==> src/rtl/sirius_exc_pkg.sv <==
// rtl/sirius_exc_pkg.sv - shared exception codes, cm_exc bit map, vectors and request types
package sirius_exc_pkg;

  typedef enum logic [4:0] {
    EXC_INT  = 5'd0,
    EXC_MOD  = 5'd1,
    EXC_TLBL = 5'd2,
    EXC_TLBS = 5'd3,
    EXC_ADEL = 5'd4,
    EXC_ADES = 5'd5,
    EXC_SYS  = 5'd8,
    EXC_BP   = 5'd9,
    EXC_RI   = 5'd10,
    EXC_OV   = 5'd12
  } exc_code_t;

  localparam int EXC_W          = 10;
  localparam int BIT_ADEL_IF    = 0;
  localparam int BIT_TLBL_IF_RF = 1;
  localparam int BIT_TLBL_IF_IV = 2;
  localparam int BIT_RI         = 3;
  localparam int BIT_SYS        = 4;
  localparam int BIT_BP         = 5;
  localparam int BIT_OV         = 6;
  localparam int BIT_ADEL_MEM   = 7;
  localparam int BIT_ADES_MEM   = 8;
  localparam int BIT_TLB_MEM    = 9;

  localparam logic [31:0] EXC_VECTOR_DEF    = 32'hBFC0_0380;
  localparam logic [31:0] REFILL_VECTOR_DEF = 32'hBFC0_0200;

  typedef enum logic [1:0] {BVA_NONE, BVA_PC, BVA_MEM} bva_sel_t;

  typedef struct packed {
    logic      hit;
    exc_code_t code;
    bva_sel_t  bva_sel;
    logic      refill;
    logic      is_eret;
  } exc_req_t;

  // Request as captured when leaving IDLE; refill already qualified by EXL.
  typedef struct packed {
    logic [4:0]  code;
    logic        is_eret;
    logic        bva_en;
    logic [31:0] bva;
    logic [31:0] epc;
    logic        bd;
    logic        refill;
  } pend_t;

endpackage

==> src/rtl/exc_prioritizer.sv <==
// rtl/exc_prioritizer.sv - picks the winning exception/interrupt/ERET of the committing instruction
module exc_prioritizer
  import sirius_exc_pkg::*;
(
  input  logic [EXC_W-1:0] exc,
  input  logic             irq,
  input  logic             eret,
  input  logic             tlb_store,
  input  logic             tlb_mod,
  input  logic             tlb_refill,
  output exc_req_t         req
);

  always_comb begin
    req.hit     = irq | (|exc) | eret;
    req.code    = EXC_INT;
    req.bva_sel = BVA_NONE;
    req.refill  = 1'b0;
    req.is_eret = 1'b0;
    if (irq) begin
      req.code = EXC_INT;
    end else if (exc[BIT_ADEL_IF]) begin
      req.code    = EXC_ADEL;
      req.bva_sel = BVA_PC;
    end else if (exc[BIT_TLBL_IF_RF] | exc[BIT_TLBL_IF_IV]) begin
      req.code    = EXC_TLBL;
      req.bva_sel = BVA_PC;
      req.refill  = exc[BIT_TLBL_IF_RF];
    end else if (exc[BIT_RI]) begin
      req.code = EXC_RI;
    end else if (exc[BIT_SYS]) begin
      req.code = EXC_SYS;
    end else if (exc[BIT_BP]) begin
      req.code = EXC_BP;
    end else if (exc[BIT_OV]) begin
      req.code = EXC_OV;
    end else if (exc[BIT_ADEL_MEM]) begin
      req.code    = EXC_ADEL;
      req.bva_sel = BVA_MEM;
    end else if (exc[BIT_ADES_MEM]) begin
      req.code    = EXC_ADES;
      req.bva_sel = BVA_MEM;
    end else if (exc[BIT_TLB_MEM]) begin
      req.bva_sel = BVA_MEM;
      if (tlb_mod) begin
        req.code = EXC_MOD;
      end else if (tlb_store) begin
        req.code   = EXC_TLBS;
        req.refill = tlb_refill;
      end else begin
        req.code   = EXC_TLBL;
        req.refill = tlb_refill;
      end
    end else if (eret) begin
      req.is_eret = 1'b1;
    end
  end

endmodule

==> src/rtl/exception_ctrl.sv <==
// rtl/exception_ctrl.sv - commit-stage exception controller driving COP0 updates and pipeline redirect
module exception_ctrl
  import sirius_exc_pkg::*;
#(
  parameter logic [31:0] EXC_VECTOR    = EXC_VECTOR_DEF,
  parameter logic [31:0] REFILL_VECTOR = REFILL_VECTOR_DEF
) (
  input  logic        clk,
  input  logic        rst,
  input  logic        cm_valid,
  input  logic [31:0] cm_pc,
  input  logic        cm_bd,
  input  logic [9:0]  cm_exc,
  input  logic        cm_tlb_store,
  input  logic        cm_tlb_mod,
  input  logic        cm_tlb_refill,
  input  logic        cm_eret,
  input  logic [31:0] cm_mem_vaddr,
  input  logic        mem_busy,
  input  logic        cp0_exl,
  input  logic [31:0] epc_address,
  input  logic        allow_interrupt,
  input  logic [7:0]  interrupt_flag,
  output logic        exp_en,
  output logic        exp_badvaddr_en,
  output logic        exp_bd,
  output logic        exl_clean,
  output logic [4:0]  exp_code,
  output logic [31:0] exp_badvaddr,
  output logic [31:0] exp_epc,
  output logic        commit_stall,
  output logic        flush,
  output logic        redirect_valid,
  output logic [31:0] redirect_pc
);

  typedef enum logic [1:0] {ST_IDLE, ST_DRAIN, ST_FIRE} state_t;

  state_t   state, state_n;
  exc_req_t req;
  pend_t    live, pend_q, src;
  logic     irq, take, fire_n;
  logic [4:0] last_code;
  logic       last_bd;

  assign irq  = allow_interrupt & (|interrupt_flag);
  assign take = cm_valid & req.hit;

  exc_prioritizer u_prio (
    .exc        (cm_exc),
    .irq        (irq),
    .eret       (cm_eret),
    .tlb_store  (cm_tlb_store),
    .tlb_mod    (cm_tlb_mod),
    .tlb_refill (cm_tlb_refill),
    .req        (req)
  );

  always_comb begin
    live.code    = req.code;
    live.is_eret = req.is_eret;
    live.bva_en  = (req.bva_sel != BVA_NONE);
    live.bva     = (req.bva_sel == BVA_PC)  ? cm_pc :
                   (req.bva_sel == BVA_MEM) ? cm_mem_vaddr : 32'd0;
    live.epc     = cm_bd ? (cm_pc - 32'd4) : cm_pc;
    live.bd      = cm_bd;
    live.refill  = req.refill & ~cp0_exl;
  end

  // Straight from IDLE the live request fires; after DRAIN only the latched copy counts.
  assign src = (state == ST_IDLE) ? live : pend_q;

  always_ff @(posedge clk) begin
    if (rst) state <= ST_IDLE;
    else     state <= state_n;
  end

  always_comb begin
    state_n      = state;
    commit_stall = (state != ST_IDLE) | take;
    case (state)
      ST_IDLE:  if (take) state_n = mem_busy ? ST_DRAIN : ST_FIRE;
      ST_DRAIN: if (!mem_busy) state_n = ST_FIRE;
      ST_FIRE:  state_n = ST_IDLE;
      default:  state_n = ST_IDLE;
    endcase
  end

  assign fire_n = (state_n == ST_FIRE);

  always_ff @(posedge clk) begin
    if (rst) begin
      pend_q          <= '0;
      last_code       <= 5'd0;
      last_bd         <= 1'b0;
      exp_en          <= 1'b0;
      exp_badvaddr_en <= 1'b0;
      exp_bd          <= 1'b0;
      exl_clean       <= 1'b0;
      exp_code        <= 5'd0;
      exp_badvaddr    <= 32'd0;
      exp_epc         <= 32'd0;
      flush           <= 1'b0;
      redirect_valid  <= 1'b0;
      redirect_pc     <= 32'd0;
    end else begin
      if (state == ST_IDLE && take) pend_q <= live;
      exp_en          <= fire_n;
      flush           <= fire_n;
      redirect_valid  <= fire_n;
      exp_badvaddr_en <= 1'b0;
      exp_bd          <= 1'b0;
      exl_clean       <= 1'b0;
      exp_code        <= 5'd0;
      exp_badvaddr    <= 32'd0;
      exp_epc         <= 32'd0;
      redirect_pc     <= 32'd0;
      if (fire_n) begin
        if (src.is_eret) begin
          // Cause fields are replayed so COP0 sees them unchanged.
          exl_clean   <= 1'b1;
          exp_code    <= last_code;
          exp_bd      <= last_bd;
          exp_epc     <= epc_address;
          redirect_pc <= epc_address;
        end else begin
          exp_code        <= src.code;
          exp_bd          <= src.bd;
          exp_epc         <= src.epc;
          exp_badvaddr_en <= src.bva_en;
          exp_badvaddr    <= src.bva;
          redirect_pc     <= src.refill ? REFILL_VECTOR : EXC_VECTOR;
          last_code       <= src.code;
          last_bd         <= src.bd;
        end
      end
    end
  end

endmodule

==> config.mk <==
export PLATFORM = sky130hd
export DESIGN_NAME = exception_ctrl
export DESIGN_NICKNAME = d
export VERILOG_FILES = /design/src/rtl/sirius_exc_pkg.sv /design/src/rtl/exc_prioritizer.sv /design/src/rtl/exception_ctrl.sv
export SDC_FILE = /design/constraint.sdc
export NUM_CORES = 1
export LEC_CHECK = 0
export CAP_MARGIN = 20
export CORE_MARGIN = 1.5
export CORE_UTILIZATION = 45
export CTS_CLUSTER_SIZE = 16
export DETAILED_ROUTE_END_ITERATION = 16
export DONT_BUFFER_PORTS = 1
export HOLD_SLACK_MARGIN = 0.05
export PLACE_DENSITY = 0.57
export SLEW_MARGIN = 20
export SYNTH_ARGS = -nofsm -noshare
export SYNTH_HDL_FRONTEND = slang
export SYNTH_SLANG_ARGS = --single-unit
==> constraint.sdc <==
create_clock -name clk -period 6.3 [get_ports clk]
set_input_delay 1.89 -clock clk [delete_from_list [all_inputs] [get_ports clk]]
set_output_delay 1.89 -clock clk [all_outputs]
set_load 0.05 [all_outputs]
==> metrics.yaml, run 1 <==
status:
  status: "completed"
synthesis:
  synth.top_cells.by_area: "dfxtp_1, a211oi_2, nor2_1"
  postSynthCellCount: 869
  yosys.area.top_type: "dfxtp_1"
  synth_ff_type: "dfxtp_1"
  synthArstFlopShare: 0
  synth_nets: 995
  synth-edff-count: 0
  synth_top_cell_area_share: 0.460
  syn-cell-area_um2: 8050
  synth.distinct_cells: 73
  avgSynthCellArea_um2: 9.27
  yosysWarnings: 0
  synth_seq_cells: 185
  ys_seq_area_frac: 0.460
clock_tree:
  holdBufCountCts: 0
  cts_max_path_buffers: 2
  cts_root_buf: "clkbuf_16"
  numCtsBuffers: 17
  path_clk_slew_ns: 0.07
  clk_latency_ns: 0.43
  cts_max_level: 4
  clock-sinks: 185
  post-cts-setup-buffer-count: 0
  cts_resized: 0
  cts_tree: "built"
place:
  io_buffers: 0
  place_hpwl_um: 16200
  pre_cts_slack_ns: 0.875
  place_inst: 1037
  gp_congestion: 0.817
global_routing:
  grt-ovfl-total: 0
  gr-usage-met3: 0.0889
  grt_util_met1: 0.315
  met2_usage: 0.395
  antenna_found_initial: 0
  grt_max_degree: 81
  top_usage_layer: "met2"
  grt_pass1_wl_um: 35200
  grt_pass1_vias: 6214
  grt_usage: 0.250
sta:
  clock_skew_ns: 0.00689
  drv_slew: 0
  setup_ws_ns: 0.896
  holdWs_ns: 0.455
  period_minus_slack_ns: 5.40
  min_period_over_period: 0.858
  slew_headroom: 0.367
  finalHoldViolations: 0
  max_slew.worst_pin.slew_ns: 0.946
  rsz0062_at_grt: "false"
  fmax_mhz: 185
  setup_viol: 0
  final.setup.tns_ns: 0
pwr:
  comb_power_share: 0.099
  power_density_nw_per_um2: 304
  leakagePower_nw: 3.04
  clockPowerShare: 0.400
  sw_frac_of_total: 0.297
  power_mw: 2.64
  internal-power_mw: 1.85
  p_switching_mw: 0.782
  seq_power_share: 0.502
  vdd_drop_max_v: 0.000189
final_layout:
  diodes: 0
  multi_input_area_um2: 3950
  stdcell_count: 1069
  nets: 957
  layout-drive-gt1-share: 0.149
  regArea_um2: 3700
  syn2layout_area_growth_pct: 7.68
  fillers: 1663
floorplan:
  core_area_um2: 17400
  die_x_um: 137
  rows: 48
  die-area_um2: 18700
  initial_utilization: 0.462
  io_pins: 233
  die_h_um: 137
route:
  wirelength_um: 23500
  dr.pass1.iters: 5
  initialDrtViolationCount: 471
  vias: 6570
  ant_nets: 0
  post_drt_wl_per_cell_um: 22.0
  drc: 0
  vias_per_cell: 6.15
setup_path:
  required_ns: 4.41
  cp-start-kind: "input port"
  crit_fanout: 4
  worst_setup_path_end_kind: "output port"
  crit_arrival_ns: 3.51
  path_class: "in2out"
  cp-startpoint: "interrupt_flag[1]"
  rr_startpoint: "state[1]"
min_path:
  worstHoldPathType: "reg2reg"
  min_from: "pend_q[71]"
run:
  cap_violations: 0
cell type report:
class	count	area share
clock buffers	17	0.0491
clock inverters	15	0.0178
inverters	18	0.00779
multi-input cells	597	0.455
flip-flops and latches	185	0.427
well taps	225	0.0325
repair buffers	12	0.0104
power by group through the flow:
stage          sequential [mW]  clock [mW]  combinational (mW)
6_report                  1.32        1.05               0.260
3_5_place_dp              1.35           0               0.259
5_1_grt                   1.33        1.12               0.287
3_3_place_gp              1.35           0               0.250
4_1_cts                   1.32        1.07               0.260
2_1_floorplan             1.34           0               0.226
path summary, 6_finish.rpt:
check	end	slack, ns	depth (start not counted)
setup / recovery	commit_stall	0.90	5
hold / removal	pend_q[71]	0.46	2
setup reg to reg	exp_epc[18]	3.47	8
hold reg to reg	pend_q[71]	0.46	2
metrics by stage:
step	instance area, um2	util
6_report	8670	0.498
5_1_grt	8670	0.498
4_1_cts	8670	0.498
3_5_place_dp	8090	0.465
3_3_place_gp	8080	0.464
2_1_floorplan	8050	-
Yosys cell counts (3+ instances only):
master     number
buf_2          18
a31oi_1         5
nor4b_1         4
buf_4           4
a22oi_1        34
a311oi_1        3
and2_1         22
inv_1          17
a211o_1         9
nand4_1        14
o21ai_0        16
a21boi_0        3
o2bb2ai_1       3
xor2_1          4
a211oi_1       48
dfxtp_1       185
or3_1           3
nand2_1        48
nor2_1        147
mux2i_1         4
o2111ai_1       3
a21oi_2         9
xnor2_1        15
o211ai_1        9
nand3_1         9
a21oi_1        21
nor4_1         12
a211oi_2       50
o31a_1          5
buf_6           8
nor3_1         36
nand2b_1        6
or4_1           6
clkbuf_1       38
registers in the layout, summed over array words and instances, names as in the netlist:
register / flops
redirect_valid: 1
exp_code: 5
redirect_pc: 32
exl_clean: 1
last_bd: 1
pend_q: 72
state: 2
exp_bd: 1
exp_badvaddr_en: 1
exp_epc: 32
last_code: 5
exp_badvaddr: 32
per-layer routing:
layer / wire length, um / up-vias
met5: 0 / -
met4: 450 / 0
met3: 2190 / 28
met2: 10900 / 280
met1: 9920 / 3171
li1: - / 3091
cells in the final DEF (no fill, tap or decap), drive strengths merged, types with 7 or more instances in the layout:
cell,instances
nor2,148
a21oi,30
nand2,49
o211ai,9
xnor2,15
nor3,37
nand4,14
clkbuf,17
dfxtp,185
o31a,7
buf,12
o21ai,16
and2,22
a211o,9
nand3,10
inv,27
nor4,15
or4,8
a211oi,98
a22oi,34
cell families after synthesis:
group                    share of synthesized area
AO/OA/AOI/OAI                                0.261
AND/OR/NAND/NOR                              0.199
multiplexers                               0.00497
adder cells (fa/ha/maj)                    0.00155
buffers and inverters                       0.0527
flip-flops                                   0.460
XOR/XNOR                                    0.0207
worst max-delay path: stages:
cell and delay (ns):
or4_1 0.54, o21ai_0 0.40, nand3_1 0.16, o21ai_0 0.18, nand2_1 0.34
No activity file was read; power rests on OpenSTA's default activity.
==> run 2, diff against run 1 <==
--- a/config.mk
+++ b/config.mk
@@ -6,8 +6,10 @@
 export NUM_CORES = 1
 export LEC_CHECK = 0
 export CAP_MARGIN = 20
+export CORE_ASPECT_RATIO = 1.2
 export CORE_MARGIN = 1.5
 export CORE_UTILIZATION = 45
+export CTS_BUF_LIST = sky130_fd_sc_hd__clkbuf_4 sky130_fd_sc_hd__clkbuf_8 sky130_fd_sc_hd__clkbuf_16
 export CTS_CLUSTER_SIZE = 16
 export DETAILED_ROUTE_END_ITERATION = 16
 export DONT_BUFFER_PORTS = 1
==> run 2 against run 1 <==
Core utilization fell by 0.31 points. Hold slack got worse by 0.0071 ns. Combinational power barely moved. Clock power barely moved. Sequential share of layout area barely moved. Register-to-register slack got worse by 0.28 ns. Power fell by 0.18%.
==> metrics.yaml, run 2 (synthesis results as in run 1) <==
run:
  cap_violations: 0  # unchanged
pwr:
  comb_power_share: 0.098  # was 0.099
  seq_power_share: 0.503  # was 0.502
  leakagePower_nw: 3.02  # was 3.04 nW
  p_switching_mw: 0.736  # was 0.782 mW
  power_mw: 2.63  # was 2.64 mW
  sw_frac_of_total: 0.280  # was 0.297
  power_density_nw_per_um2: 304  # about the same
  internal-power_mw: 1.89  # was 1.85 mW
  vdd_drop_max_v: 0.000184  # was 0.000189 V
  clockPowerShare: 0.400  # about the same
final_layout:
  layout-drive-gt1-share: 0.149  # unchanged
  final_common_cell: "dfxtp_1"  # unchanged
  nets: 957  # unchanged
  largest_reg_flops: 72  # unchanged
  regMostFlops: "pend_q"  # unchanged
  stdcell_count: 1064  # was 1069
  syn2layout_area_growth_pct: 7.57  # was 7.68%
  final_cell_mix: "dfxtp_1, nor2_1, a211oi_2, nand2_1, a211oi_1"  # unchanged
  diodes: 0  # unchanged
sta:
  fmax_mhz: 181  # was 185 MHz
  period_minus_slack_ns: 5.51  # was 5.40 ns
  setup_ws_ns: 0.786  # was 0.896 ns
  finalHoldViolations: 0  # unchanged
  final.setup.tns_ns: 0  # unchanged
  clock_skew_ns: 0.00922  # was 0.00689 ns
  rsz0062_at_grt: "false"  # unchanged
  max_slew.worst_pin.slew_ns: 0.899  # was 0.946 ns
  drv_slew: 0  # unchanged
  setup_viol: 0  # unchanged
  min_period_over_period: 0.875  # was 0.858
  slew_headroom: 0.401  # was 0.367
global_routing:
  grt_max_degree: 102  # was 81
  grt_util_met1: 0.305  # was 0.315
  top_usage_layer: "met2"  # unchanged
  gr-usage-met3: 0.0661  # was 0.0889
  grt_pass1_vias: 6235  # was 6214
  grt_usage: 0.236  # was 0.250
  grt-ovfl-total: 0  # unchanged
  met2_usage: 0.383  # was 0.395
  grt_pass1_wl_um: 34800  # was 35200 um
  antenna_found_initial: 0  # unchanged
place:
  place_hpwl_um: 15600  # was 16200 um
  pre_cts_slack_ns: 0.801  # was 0.875 ns
  gp_congestion: 0.811  # was 0.817
  io_buffers: 0  # unchanged
  place_inst: 1032  # was 1037
setup_path:
  slowest_stage: "or4_1"  # unchanged
  required_ns: 4.41  # about the same
  max_stage_delay_ns: 0.55  # was 0.54 ns
  worst_setup_path_end_kind: "output port"  # unchanged
  crit_arrival_ns: 3.62  # was 3.51 ns
  cp_cell_sequence: "or4_1 > o21ai_0 > nand3_1 > o21ai_0 > nand2_1"  # unchanged
  path_class: "in2out"  # unchanged
  crit_top_cell: "o21ai_0"  # unchanged
  crit_fanout: 4  # unchanged
  cp-start-kind: "input port"  # unchanged
route:
  vias_per_cell: 6.13  # was 6.15
  dr.pass1.iters: 5  # unchanged
  vias: 6519  # was 6570
  initialDrtViolationCount: 586  # was 471
  ant_nets: 0  # unchanged
  post_drt_wl_per_cell_um: 20.9  # was 22.0 um
  wirelength_um: 22200  # was 23500 um
  drc: 0  # unchanged
clock_tree:
  post-cts-setup-buffer-count: 0  # unchanged
  path_clk_slew_ns: 0.07  # about the same
  cts_max_level: 4  # unchanged
  cts_tree: "built"  # unchanged
  clock-sinks: 185  # unchanged
  cts_root_buf: "clkbuf_16"  # unchanged
  numCtsBuffers: 17  # unchanged
  cts_max_path_buffers: 2  # unchanged
  cts_resized: 0  # unchanged
  clk_latency_ns: 0.43  # about the same
  holdBufCountCts: 0  # unchanged
floorplan:
  die_x_um: 125  # was 137 um
  initial_utilization: 0.460  # was 0.462
  die-area_um2: 18700  # about the same
  core_area_um2: 17500  # was 17400 um2
  io_pins: 233  # unchanged
  rows: 53  # was 48
  die_h_um: 150  # was 137 um
min_path:
  worstHoldPathType: "reg2reg"  # unchanged
status:
  status: "completed"  # unchanged
run 2: cell count changes in the layout (fill, tap and decap cells not counted), moves of 2 or more:
cell        change
inv_8           -3
clkinv_2        -2
clkinv_8        -2
buf_4           -2
clkinvlp_4      +3
clkbuf_4        +3
buf_6           +2
run 2: worst max-delay path: cells and delay by family:
kind	cells	cell delay (ns)
AOI/OAI and AO/OA	2	0.65
and+or+nand+nor	3	1.08
run 2: final timing paths:
path,start,to,slack (ns),cells past startpoint
worst max-delay path,interrupt_flag[1],commit_stall,0.79,5
worst min-delay path,last_code[4],last_code[4],0.45,2
worst min register to register,last_code[4],last_code[4],0.45,2
worst max register to register,state[1],pend_q[54],3.19,7
run 2: layout make-up:
| class | count | area [um2] |
|---|---|---|
| clock buffer | 20 | 448 |
| fill | 1658 | 8850 |
| multi-input combinational | 597 | 3940 |
| sequential | 185 | 3700 |
| inverter | 18 | 67.6 |
| tap | 220 | 275 |
| timing repair buffer | 12 | 97.6 |
| clock inverter | 12 | 130 |
run 2: per-layer routing:
metal / wire [um] / part of all wire / up-vias
met4: 386 / 0.017 / 0
met5: 0 / 0 / -
met3: 1560 / 0.070 / 26
li1: - / - / 3089
met2: 10600 / 0.48 / 250
met1: 9690 / 0.44 / 3154
run 2: power groups by stage:
stage | Clock (mW) | Sequential (mW) | Combinational (mW)
detailed placement | 0 | 1.35 | 0.256
global route | 1.13 | 1.33 | 0.283
CTS | 1.08 | 1.32 | 0.257
floorplan | 0 | 1.34 | 0.226
global placement | 0 | 1.35 | 0.249
finish | 1.05 | 1.32 | 0.257
run 2: through the flow:
step,instance area (um2),hold WS (ns),util
2_1_floorplan,8050,0.422,-
3_3_place_gp,8070,0.430,0.461
3_5_place_dp,8080,0.441,0.461
4_1_cts,8660,0.453,0.494
5_1_grt,8660,0.471,0.495
6_report,8660,0.448,0.495
==> run 3, diff against run 2 <==
==> constraint.sdc (replaced) <==
create_clock -name clk -period 6.3 [get_ports clk]
set_input_delay 0.63 -clock clk [delete_from_list [all_inputs] [get_ports clk]]
set_output_delay 0.63 -clock clk [all_outputs]
set_load 0.05 [all_outputs]
==> run 3 against run 2 <==
Maximum frequency increased by 78%. First-iteration DRC count is 4.4% higher. Clock power is 4% higher. Sequential share of layout area fell by 0.12 points. Clock skew rose by 0.00066 ns. Critical path depth grew 1. Critical path type is now in2reg. Critical endpoint is now exp_epc[19].
==> metrics.yaml, run 3 (synthesis results as in run 1) <==
route:
  vias: 6457  # was 6519
  initialDrtViolationCount: 612  # was 586
  wirelength_um: 22400  # was 22200 um
  post_drt_wl_per_cell_um: 21.1  # was 20.9 um
  drc: 0  # unchanged
  vias_per_cell: 6.08  # was 6.13
  dr.pass1.iters: 6  # was 5
  ant_nets: 0  # unchanged
sta:
  max_slew.worst_pin.slew_ns: 0.860  # was 0.899 ns
  clock_skew_ns: 0.00988  # was 0.00922 ns
  rsz0062_at_grt: "false"  # unchanged
  period_minus_slack_ns: 3.11  # was 5.51 ns
  fmax_mhz: 322  # was 181 MHz
  slew_headroom: 0.424  # was 0.401
  setup_viol: 0  # unchanged
  drv_slew: 0  # unchanged
  min_period_over_period: 0.493  # was 0.875
  finalHoldViolations: 0  # unchanged
  final.setup.tns_ns: 0  # unchanged
  setup_ws_ns: 3.19  # was 0.786 ns
clock_tree:
  cts_max_level: 4  # unchanged
  cts_root_buf: "clkbuf_16"  # unchanged
  clock-sinks: 185  # unchanged
  post-cts-setup-buffer-count: 0  # unchanged
  numCtsBuffers: 17  # unchanged
  cts_max_path_buffers: 2  # unchanged
  cts_tree: "built"  # unchanged
  holdBufCountCts: 0  # unchanged
  cts_resized: 0  # unchanged
  clk_latency_ns: 0.43  # about the same
  path_clk_slew_ns: 0.07  # about the same
floorplan:
  core_area_um2: 17500  # unchanged
  io_pins: 233  # unchanged
  die_x_um: 125  # unchanged
  initial_utilization: 0.460  # unchanged
  die-area_um2: 18700  # unchanged
  rows: 53  # unchanged
  die_h_um: 150  # unchanged
setup_path:
  slowest_stage: "nand4_1"  # was or4_1
  cp_cell_sequence: "or4_1 > o21ai_0 > nand4_1 > nand2_1 > buf_4 > o32ai_1"  # was or4_1 > o21ai_0 > nand3_1 > o21ai_0 > nand2_1
  cp-start-kind: "input port"  # unchanged
  path_class: "in2reg"  # was in2out
  crit_fanout: 30  # was 4
  reg2regPathDepth: 7  # unchanged
  critPathTopFamily: "simple AND/OR/NAND/NOR gates"  # unchanged
  r2r_slack_ns: 3.50  # was 3.19 ns
  max_stage_delay_ns: 0.74  # was 0.55 ns
  required_ns: 6.60  # was 4.41 ns
  path_depth: 6  # was 5
  crit_arrival_ns: 3.40  # was 3.62 ns
  crit_buf_inv: 1  # was 0
  worst_setup_path_end_kind: "register"  # was output port
global_routing:
  grt_pass1_vias: 6172  # was 6235
  antenna_found_initial: 0  # unchanged
  grt_pass1_wl_um: 34500  # was 34800 um
  grt_usage: 0.235  # was 0.236
  grt-ovfl-total: 0  # unchanged
  grt_max_degree: 109  # was 102
final_layout:
  nets: 955  # was 957
  diodes: 0  # unchanged
  multi_input_area_um2: 3950  # was 3940 um2
  syn2layout_area_growth_pct: 7.88  # was 7.57%
  fillers: 1640  # was 1658
  regMostFlops: "pend_q"  # unchanged
  largest_reg_flops: 72  # unchanged
  layout-drive-gt1-share: 0.147  # was 0.149
  final_cell_mix: "dfxtp_1, nor2_1, a211oi_2, nand2_1, a211oi_1"  # unchanged
  regArea_um2: 3700  # unchanged
  final_common_cell: "dfxtp_1"  # unchanged
place:
  pre_cts_slack_ns: 2.84  # was 0.801 ns
  place_hpwl_um: 15600  # about the same
  gp_congestion: 0.816  # was 0.811
  io_buffers: 0  # unchanged
pwr:
  power_mw: 2.67  # was 2.63 mW
  power_density_nw_per_um2: 308  # was 304 nW/um2
  vdd_drop_max_v: 0.000183  # was 0.000184 V
  leakagePower_nw: 3.04  # was 3.02 nW
min_path:
  worstHoldPathType: "in2reg"  # was reg2reg
  holdPathStages: 1  # was 2
run:
  cap_violations: 0  # unchanged
status:
  status: "completed"  # unchanged
-- run 3: changes by cell type in the layout (fill, tap and decap cells not counted), moves of 2 or more --
cell and change:
inv_8 +3, clkbuf_4 -3, clkinvlp_4 -3, clkinv_8 +2
inv_6 -2, clkinv_4 +2
-- run 3: through the flow --
step           std cells  utilization  hold slack (ns)  instance area, um2
3_5_place_dp        1030        0.460            0.440                8060
2_1_floorplan        869            -            0.422                8050
3_3_place_gp        1030        0.460            0.434                8060
6_report            1062        0.496            0.257                8690
4_1_cts             1062        0.495            0.251                8670
5_1_grt             1062        0.496            0.233                8690
-- run 3: cell type report --
| type | instances | area share |
|---|---|---|
| clock inverters | 14 | 0.0200 |
| clock buffers | 18 | 0.0506 |
| repair buffers | 10 | 0.00908 |
| flip-flops and latches | 185 | 0.426 |
| multi-input cells | 597 | 0.454 |
| well taps | 220 | 0.0317 |
| inverters | 18 | 0.00778 |
-- run 3: final timing paths --
check                                        from     endpoint
worst max register to register           state[1]   pend_q[42]
worst min-delay path                          rst    pend_q[0]
worst min register to register         pend_q[71]   pend_q[71]
worst max-delay path            interrupt_flag[1]  exp_epc[19]
-- run 3: metal layers --
| metal | global-route usage | share of wire | vias to the layer above | routed length, um |
|---|---|---|---|---|
| met5 | 0 | 0 | - | 0 |
| met4 | 0.0790 | 0.018 | 0 | 405 |
| met3 | 0.0726 | 0.079 | 26 | 1780 |
| met2 | 0.381 | 0.47 | 257 | 10600 |
| met1 | 0.299 | 0.43 | 3080 | 9660 |
| li1 | - | - | 3094 | - |
-- run 3: power breakdown --
| part | internal [mW] | leakage [nW] | switching [mW] |
|---|---|---|---|
| combinational | 0.0943 | 1.22 | 0.162 |
| clock | 0.583 | 0.302 | 0.510 |
| sequential | 1.23 | 1.51 | 0.0943 |
